--- config.mk ---
export PLATFORM = sky130hd
export DESIGN_NAME = instr_fetch_unit_flat
export DESIGN_NICKNAME = d
export VERILOG_FILES = /design/src/rtl/imem_if.sv /design/src/rtl/instr_fetch_unit.sv /design/src/flat_wrapper.sv
export SDC_FILE = /design/constraint.sdc
export NUM_CORES = 1
export LEC_CHECK = 0
export ABC_CLOCK_PERIOD_IN_PS = 3400
export BUFFER_PORTS_ARGS = -buffer_cell sky130_fd_sc_hd__buf_4
export CAP_MARGIN = 15
export CORE_MARGIN = 3
export CORE_UTILIZATION = 35
export CTS_CLUSTER_SIZE = 20
export DETAILED_ROUTE_END_ITERATION = 10
export GPL_ROUTABILITY_DRIVEN = 0
export GPL_TIMING_DRIVEN = 0
export PLACE_DENSITY_LB_ADDON = 0.2
export SLEW_MARGIN = 0
export SYNTH_ARGS = -nofsm -noshare
export SYNTH_HDL_FRONTEND = slang
export SYNTH_SLANG_ARGS = --single-unit
export TNS_END_PERCENT = 10
--- constraint.sdc ---
create_clock -name clk -period 3.4 [get_ports clk]
set_clock_uncertainty 0.1 [all_clocks]
set_input_delay 0.34 -clock clk [delete_from_list [all_inputs] [get_ports clk]]
set_output_delay 0.34 -clock clk [all_outputs]
set_load 0.01 [all_outputs]
--- src/rtl/imem_if.sv ---
// Instruction-memory fetch bus.
//   imem_req   : fetch request, held until imem_ack
//   imem_addr  : word address of the fetch, stable while imem_req=1
//   imem_rdata : instruction word, valid when imem_ack=1
//   imem_ack   : one-cycle completion strobe
// master = fetch unit, slave = instruction memory.
interface imem_if #(
  parameter int ADDR_W = 16
);
  logic              imem_req;
  logic [ADDR_W-1:0] imem_addr;
  logic [15:0]       imem_rdata;
  logic              imem_ack;

  modport master (output imem_req, output imem_addr, input imem_rdata, input imem_ack);
  modport slave  (input imem_req, input imem_addr, output imem_rdata, output imem_ack);
endinterface

--- src/rtl/instr_fetch_unit.sv ---
// Instruction fetch front end for the Controller.
// Fetches 16-bit instructions over the imem req/ack bus into an instruction
// register, presents Opcode = IR[15:12], and at retire computes the next PC
// from the Controller's Branch / Branch_not / PC_write and the ALU zero flag.
// Ports:
//   clk, rst     : clock, synchronous active-high reset
//   imem         : imem_if master (req/addr out, rdata/ack in)
//   Opcode       : IR[15:12]
//   instr        : full instruction register
//   instr_valid  : IR holds the instruction currently being issued
//   stall        : datapath not ready to retire the current instruction
//   Branch, Branch_not, PC_write, zero : next-PC controls, sampled at retire
//   pc           : current PC
module instr_fetch_unit #(
  parameter int              ADDR_W   = 16,
  parameter logic [ADDR_W-1:0] RESET_PC = '0
) (
  input  logic              clk,
  input  logic              rst,
  imem_if.master            imem,
  output logic [3:0]        Opcode,
  output logic [15:0]       instr,
  output logic              instr_valid,
  input  logic              stall,
  input  logic              Branch,
  input  logic              Branch_not,
  input  logic              PC_write,
  input  logic              zero,
  output logic [ADDR_W-1:0] pc
);

  typedef enum logic [1:0] {S_IDLE, S_FETCH, S_ISSUE} state_t;

  state_t            state_q, state_d;
  logic [ADDR_W-1:0] pc_q, pc_d;
  logic [15:0]       ir_q, ir_d;
  logic              req_q, req_d;
  logic              vld_q, vld_d;
  logic              taken;
  logic [ADDR_W-1:0] offset;

  always_comb begin
    state_d = state_q;
    pc_d    = pc_q;
    ir_d    = ir_q;
    req_d   = req_q;
    vld_d   = vld_q;
    // Both branch bits set resolves to taken regardless of zero.
    taken   = (Branch & zero) | (Branch_not & ~zero);
    offset  = ADDR_W'($signed(ir_q[7:0]));
    case (state_q)
      S_IDLE: begin
        state_d = S_FETCH;
        req_d   = 1'b1;
        vld_d   = 1'b0;
      end
      S_FETCH: begin
        if (imem.imem_ack) begin
          ir_d    = imem.imem_rdata;
          state_d = S_ISSUE;
          req_d   = 1'b0;
          vld_d   = 1'b1;
        end
      end
      S_ISSUE: begin
        // ack is ignored here; only a retire moves us on.
        if (!stall) begin
          state_d = S_FETCH;
          req_d   = 1'b1;
          vld_d   = 1'b0;
          if (PC_write)
            pc_d = pc_q + ADDR_W'(1) + (taken ? offset : '0);
        end
      end
      default: begin
        state_d = S_IDLE;
        req_d   = 1'b0;
        vld_d   = 1'b0;
      end
    endcase
  end

  always_ff @(posedge clk) begin
    if (rst) begin
      state_q <= S_IDLE;
      pc_q    <= RESET_PC;
      ir_q    <= '0;
      req_q   <= 1'b0;
      vld_q   <= 1'b0;
    end else begin
      state_q <= state_d;
      pc_q    <= pc_d;
      ir_q    <= ir_d;
      req_q   <= req_d;
      vld_q   <= vld_d;
    end
  end

  assign imem.imem_req  = req_q;
  assign imem.imem_addr = pc_q;
  assign Opcode         = ir_q[15:12];
  assign instr          = ir_q;
  assign instr_valid    = vld_q;
  assign pc             = pc_q;

endmodule

--- src/flat_wrapper.sv ---
// flat-port wrapper written by rule: the top's interface ports become plain ports
module instr_fetch_unit_flat 
#(
  parameter int              ADDR_W   = 16,
  parameter logic [ADDR_W-1:0] RESET_PC = '0
)
  (clk, rst, Opcode, instr, instr_valid, stall, Branch, Branch_not, PC_write, zero, pc, imem_imem_req, imem_imem_addr, imem_imem_rdata, imem_imem_ack);
  imem_if #(.ADDR_W(ADDR_W)) imem_i ();
  input  logic clk;
  input  logic rst;
  output logic [3:0] Opcode;
  output logic [15:0] instr;
  output logic instr_valid;
  input  logic stall;
  input  logic Branch;
  input  logic Branch_not;
  input  logic PC_write;
  input  logic zero;
  output logic [ADDR_W-1:0] pc;
  output wire logic [$bits(imem_i.imem_req)-1:0] imem_imem_req;
  output wire logic [$bits(imem_i.imem_addr)-1:0] imem_imem_addr;
  input wire logic [$bits(imem_i.imem_rdata)-1:0] imem_imem_rdata;
  input wire logic [$bits(imem_i.imem_ack)-1:0] imem_imem_ack;
  assign imem_imem_req = imem_i.imem_req;
  assign imem_imem_addr = imem_i.imem_addr;
  assign imem_i.imem_rdata = imem_imem_rdata;
  assign imem_i.imem_ack = imem_imem_ack;
  instr_fetch_unit #(.ADDR_W(ADDR_W), .RESET_PC(RESET_PC)) u_core (.clk(clk), .rst(rst), .imem(imem_i), .Opcode(Opcode), .instr(instr), .instr_valid(instr_valid), .stall(stall), .Branch(Branch), .Branch_not(Branch_not), .PC_write(PC_write), .zero(zero), .pc(pc));
endmodule
# After elaboration in Yosys (flattened, before gate mapping)
# Cells that the tools add are included.
[op_classes]
shift = 0
n_eq_ne = 4
bitwise_logic = 5
reduce_logical = 4
order_cmp = 0
mul = 0
add_sub_neg = 2
n_div = 0
muxes = 10
[ops]
columns = ["op", "count"]
rows = [
  ["$add A16 B1 Y16 const B", 1],
  ["$add A16 B16 Y16", 1],
  ["$mux W16", 1],
  ["$pmux W2 S3", 1],
  ["$mux W1", 4],
  ["$mux W2", 2],
  ["$ne A2 B2 Y1 const B", 2],
  ["$reduce_and A2 Y1", 2],
  ["$pmux W1 S3", 1],
  ["$reduce_and A3 Y1", 1],
  ["$and A1 B1 Y1", 2],
  ["$eq A2 B1 Y1 const B", 1],
  ["$eq A2 B2 Y1 const B", 1],
  ["$logic_not A2 Y1", 1],
  ["$not A1 Y1", 2],
  ["$pmux W1 S2", 1],
  ["$or A1 B1 Y1", 1],
]
[word_totals]
memories = 0
latch_bits = 0
reg_bits = 36
ramBits = 0
in_bits = 24
word_cells = 30
output_inout_bits = 54
romBits = 0

# Depth between registers and ports, before layout
[depth]
depth_word = 5
mapped_depth = 12

# Worst setup path before layout
# No wires, ideal clock.
[synth_timing]
kind = "input to register"
from = "input zero"
to = "register u_core.pc_q[10] (netlist: u_core.imem.imem_addr[10])"
setup_slack_ns = 0.269
required_time_ns = 3.241
cell_stages = 12
arrival_time_ns = 2.972
path_buffers = 1
cell_sequence = "mux2_2 > clkbuf_1 > nand2_1 > ha_1 > inv_1 > fa_1 > a211oi_1 > o21ai_1 > a2111oi_0 > a41oi_1 > or4_1 > nand2_1"
[synth_via]
elab_chain_len = 5
[synth_lines]
columns = ["element", "line_no", "text"]
rows = [
  ["start: declaration", "flat_wrapper.sv:18", "input logic zero;"],
  ["$not A1 Y1", "instr_fetch_unit.sv:49", "taken = (Branch & zero) | (Branch_not & ~zero);"],
  ["$and A1 B1 Y1", "instr_fetch_unit.sv:49", ""],
  ["$or A1 B1 Y1 *", "instr_fetch_unit.sv:49", ""],
  ["$mux W16 *", "instr_fetch_unit.sv:72", "pc_d = pc_q + ADDR_W'(1) + (taken ? offset : '0);"],
  ["$add A16 B16 Y16 *", "instr_fetch_unit.sv:72", ""],
  ["end signal: assignment", "instr_fetch_unit.sv:92", "pc_q <= pc_d;"],
  ["end: declaration", "instr_fetch_unit.sv:35", "logic [ADDR_W-1:0] pc_q, pc_d;"],
]
# Every way passes the cells marked *; elsewhere a longest branch is shown, timed or not.
# A chain may end at the register's enable or synchronous reset.

# Worst setup path in the final report
# Ends and elaborated chain as after synthesis.

==> flow_summary.ini <==
[synth]
yosys_warnings = 0
synth-async-reset-ratio_pct = 0
synthesis.nets = 306
ys_ff_latch = 35
synth_compound_area_share_pct = 20.22
synth_top_family_by_area = simple AND/OR/NAND/NOR gates
syn_avg_cell_area_um2 = 7.813
synth_cells = 274
ys_types = 55
synth_flop_cell = dfxtp_1
synth-simple-area-share_pct = 26.65
synthMuxAreaShare_pct = 1.987
seq_area_frac_synth_pct = 32.73
netlist_area_mm2 = 0.002141
synth_edf_count = 0
synth-adder-area-share_pct = 5.026
synthXorXnorAreaFrac_pct = 2.864

[cells_and_area]
synthToLayoutAreaGrowth_pct = 36.35
fin_util_pct = 51.13
n_fill_cell = 589
n_antenna_cell = 0
drive_above_1_share_pct = 34.54
design_area_mm2 = 0.002919
layout.nets = 390

[timing]
layout_setup_ws_ns = 0.2411
tns_ns = 0
slew_headroom_pct = 56.28
period_needed_ns = 3.159
slew_viol_final = 0
fmax_mhz = 316.6
hold_violations = 0
setup_violations = 0
finalCritPeriodShare_pct = 92.91
rsz0062_at_grt = false
worst_pin_slew_ns = 0.6559

[floorplan]
die-height_um = 84.21
initial_utilization_pct = 37.50
die_w_um = 84.21
rows = 27
die-area_mm2 = 0.007091
ios = 78
core_mm2 = 0.005709

[clock_tree]
clock_path_buffers = 2
clk_pin_slew_worst_paths_ns = 0.07
cts_tree = yes
clkLatencyLatePin_ns = 0.28
numCtsBuffers = 5
clkSinkCount = 35
htreeDepth = 2
cts_root_buf = clkbuf_8

[grt]
grt_overflow_total = 0
grt_usage_pct = 15.89
grt_max_degree = 12
antenna_found_initial = 0
grt_pass1_vias = 2015
grt_pass1_wl_um = 9363

[pwr]
p_leak_nw = 1.313
power.total_w = 0.0008889
power-per-cell-area_mw_per_mm2 = 304.5
ir_drop_uv = 274.5

[placed_design]
pre_cts_ws_ns = -0.1736
dp_hpwl_um = 4238
io_buffers = 77
post_dp_cell_area_mm2 = 0.002809

[detailed_routing]
m1WireLength_um = 2558
wl_met2_um = 2655
via_per_inst = 4.951
drt_iter0_drc = 162
dr.pass1.iters = 4
drtAntennaViolNets = 0
drt-total-wl_um = 5629
drt-wirelength-per-cell_um = 13.06
met3_length_um = 356
drc = 0
dr.max_layer_used = met4
vias = 2134

[worst_setup_path]
cpMaxStageDelayCell = fa_1
critical-path-max-stage-delay_ns = 0.43
path_class = in2reg
critPathCaptureType = flop
cp_common_cell = nand2_1
worst-path-max-fanout = 10
path_cells = buf_4, mux2_2, clkbuf_1, nand2_1, ha_1, inv_1, fa_1, a211oi_2, o21ai_1, a2111oi_1, a41oi_1, or4_1, nand2_1
arrival_ns = 3.29
crit_required_ns = 3.53
start_kind = input port

[job]
max-cap-violations = 0

[hold_path]
hp-class = in2reg

[outcome]
status = completed
==> path summary, 6_finish.rpt <==
kind                            from                   endpoint  slack [ns]  depth (start not counted)
setup / recovery                zero  u_core.imem.imem_addr[10]        0.24                         13
setup reg to reg     u_core.instr[0]  u_core.imem.imem_addr[10]        0.66                         10
hold reg to reg     u_core.instr[11]           u_core.instr[11]        0.36                          2
hold / removal    imem_imem_rdata[1]            u_core.instr[1]        0.20                          3
==> cell families after synthesis <==
| group | Yosys count |
|---|---|
| AOI/OAI and AO/OA | 70 |
| xor gates and xnor gates | 7 |
| adders and majority gates | 8 |
| buffers and inverters | 35 |
| DFF | 35 |
| muxes | 4 |
| and+or+nand+nor | 115 |
==> area by class of cell <==
class	count	area, um^2	share of cell area [%]
plain buffers	33	217.7	7.458
clock buffers	7	96.34	3.300
clock inverters	1	7.507	0.2572
inverters	2	7.507	0.2572
multi-input cells	204	1221	41.83
flip-flops and latches	35	700.7	24.00
well taps	72	90.09	3.086
repair buffers	77	578.1	19.80
==> synthesized netlist by cell type (3+ instances only) <==
library cell  number  area, um^2
a211oi_1           4       30.03
a21oi_1           30       150.1
a31oi_1            3       18.77
and2_1             6       37.54
buf_4             23       172.7
clkbuf_1           8       30.03
dfxtp_1           35       700.7
ha_1               7       87.58
nand2_1           51       191.4
nand2b_1           3       18.77
nand3_1            3       15.01
nand4_1            3       18.77
nor2_1            18       67.56
nor2b_1            5       31.28
nor3_1             6       30.03
o21ai_0           10       50.05
o21bai_1           3       22.52
o31ai_1            3       22.52
or2_2              3       18.77
xnor2_1            6       52.55
==> cells in the final DEF (no fill, tap or decap), types with 5 or more instances in the layout <==
| cell | n |
|---|---|
| o21ai_0 | 10 |
| nor2_1 | 18 |
| buf_4 | 100 |
| xnor2_1 | 6 |
| clkbuf_1 | 8 |
| nor2b_1 | 5 |
| dfxtp_1 | 35 |
| ha_1 | 7 |
| nand2_1 | 51 |
| and2_1 | 6 |
| clkbuf_8 | 7 |
| nor3_1 | 6 |
| a21oi_1 | 30 |
==> metrics by stage <==
step / std cells / hold WS, ns
after floorplan: 274 / 0.3760
after global placement: 423 / 0.3433
after detailed placement: 423 / 0.3509
after CTS: 431 / 0.1871
after global routing: 431 / 0.2013
final: 431 / 0.1985
==> what timing repair did <==
item,CTS,global route
setup buffers,0,0
endpoints found under the hold margin,0,0
endpoints found under the setup margin,0,1
gates resized for setup,0,2
hold buffers,0,0
==> worst max-delay path, delay by kind of cell <==
kind,cells,cell delay (ns)
adders and majority gates,2,0.60
muxes,1,0.36
AOI/OAI and AO/OA,4,1.05
and+or+nand+nor,3,0.61
buffers and inverters,3,0.33
==> where the power goes <==
| part | total [W] | leakage, nW | switching, W | internal [W] |
|---|---|---|---|---|
| registers | 0.000435 | 0.284 | 0.0000123 | 0.000423 |
| logic | 0.000117 | 0.978 | 0.0000570 | 0.0000604 |
| clock network | 0.000336 | 0.0505 | 0.000152 | 0.000184 |
| total | 0.000889 | 1.31 | 0.000221 | 0.000668 |
==> state kept, by name, summed over array words and instances, names as in the netlist <==
name,flops
u_core.imem.imem_addr,16
u_core.imem.imem_req,1
u_core.state_q,2
u_core.instr,16
==> metal layers <==
metal / track usage [%] / up-vias
li1: - / 1106
met2: 26.97 / 60
met3: 4.220 / 5
met1: 20.02 / 963
met4: 3.947 / 0
met5: 0 / -
No activity file was read; power rests on OpenSTA's default activity.
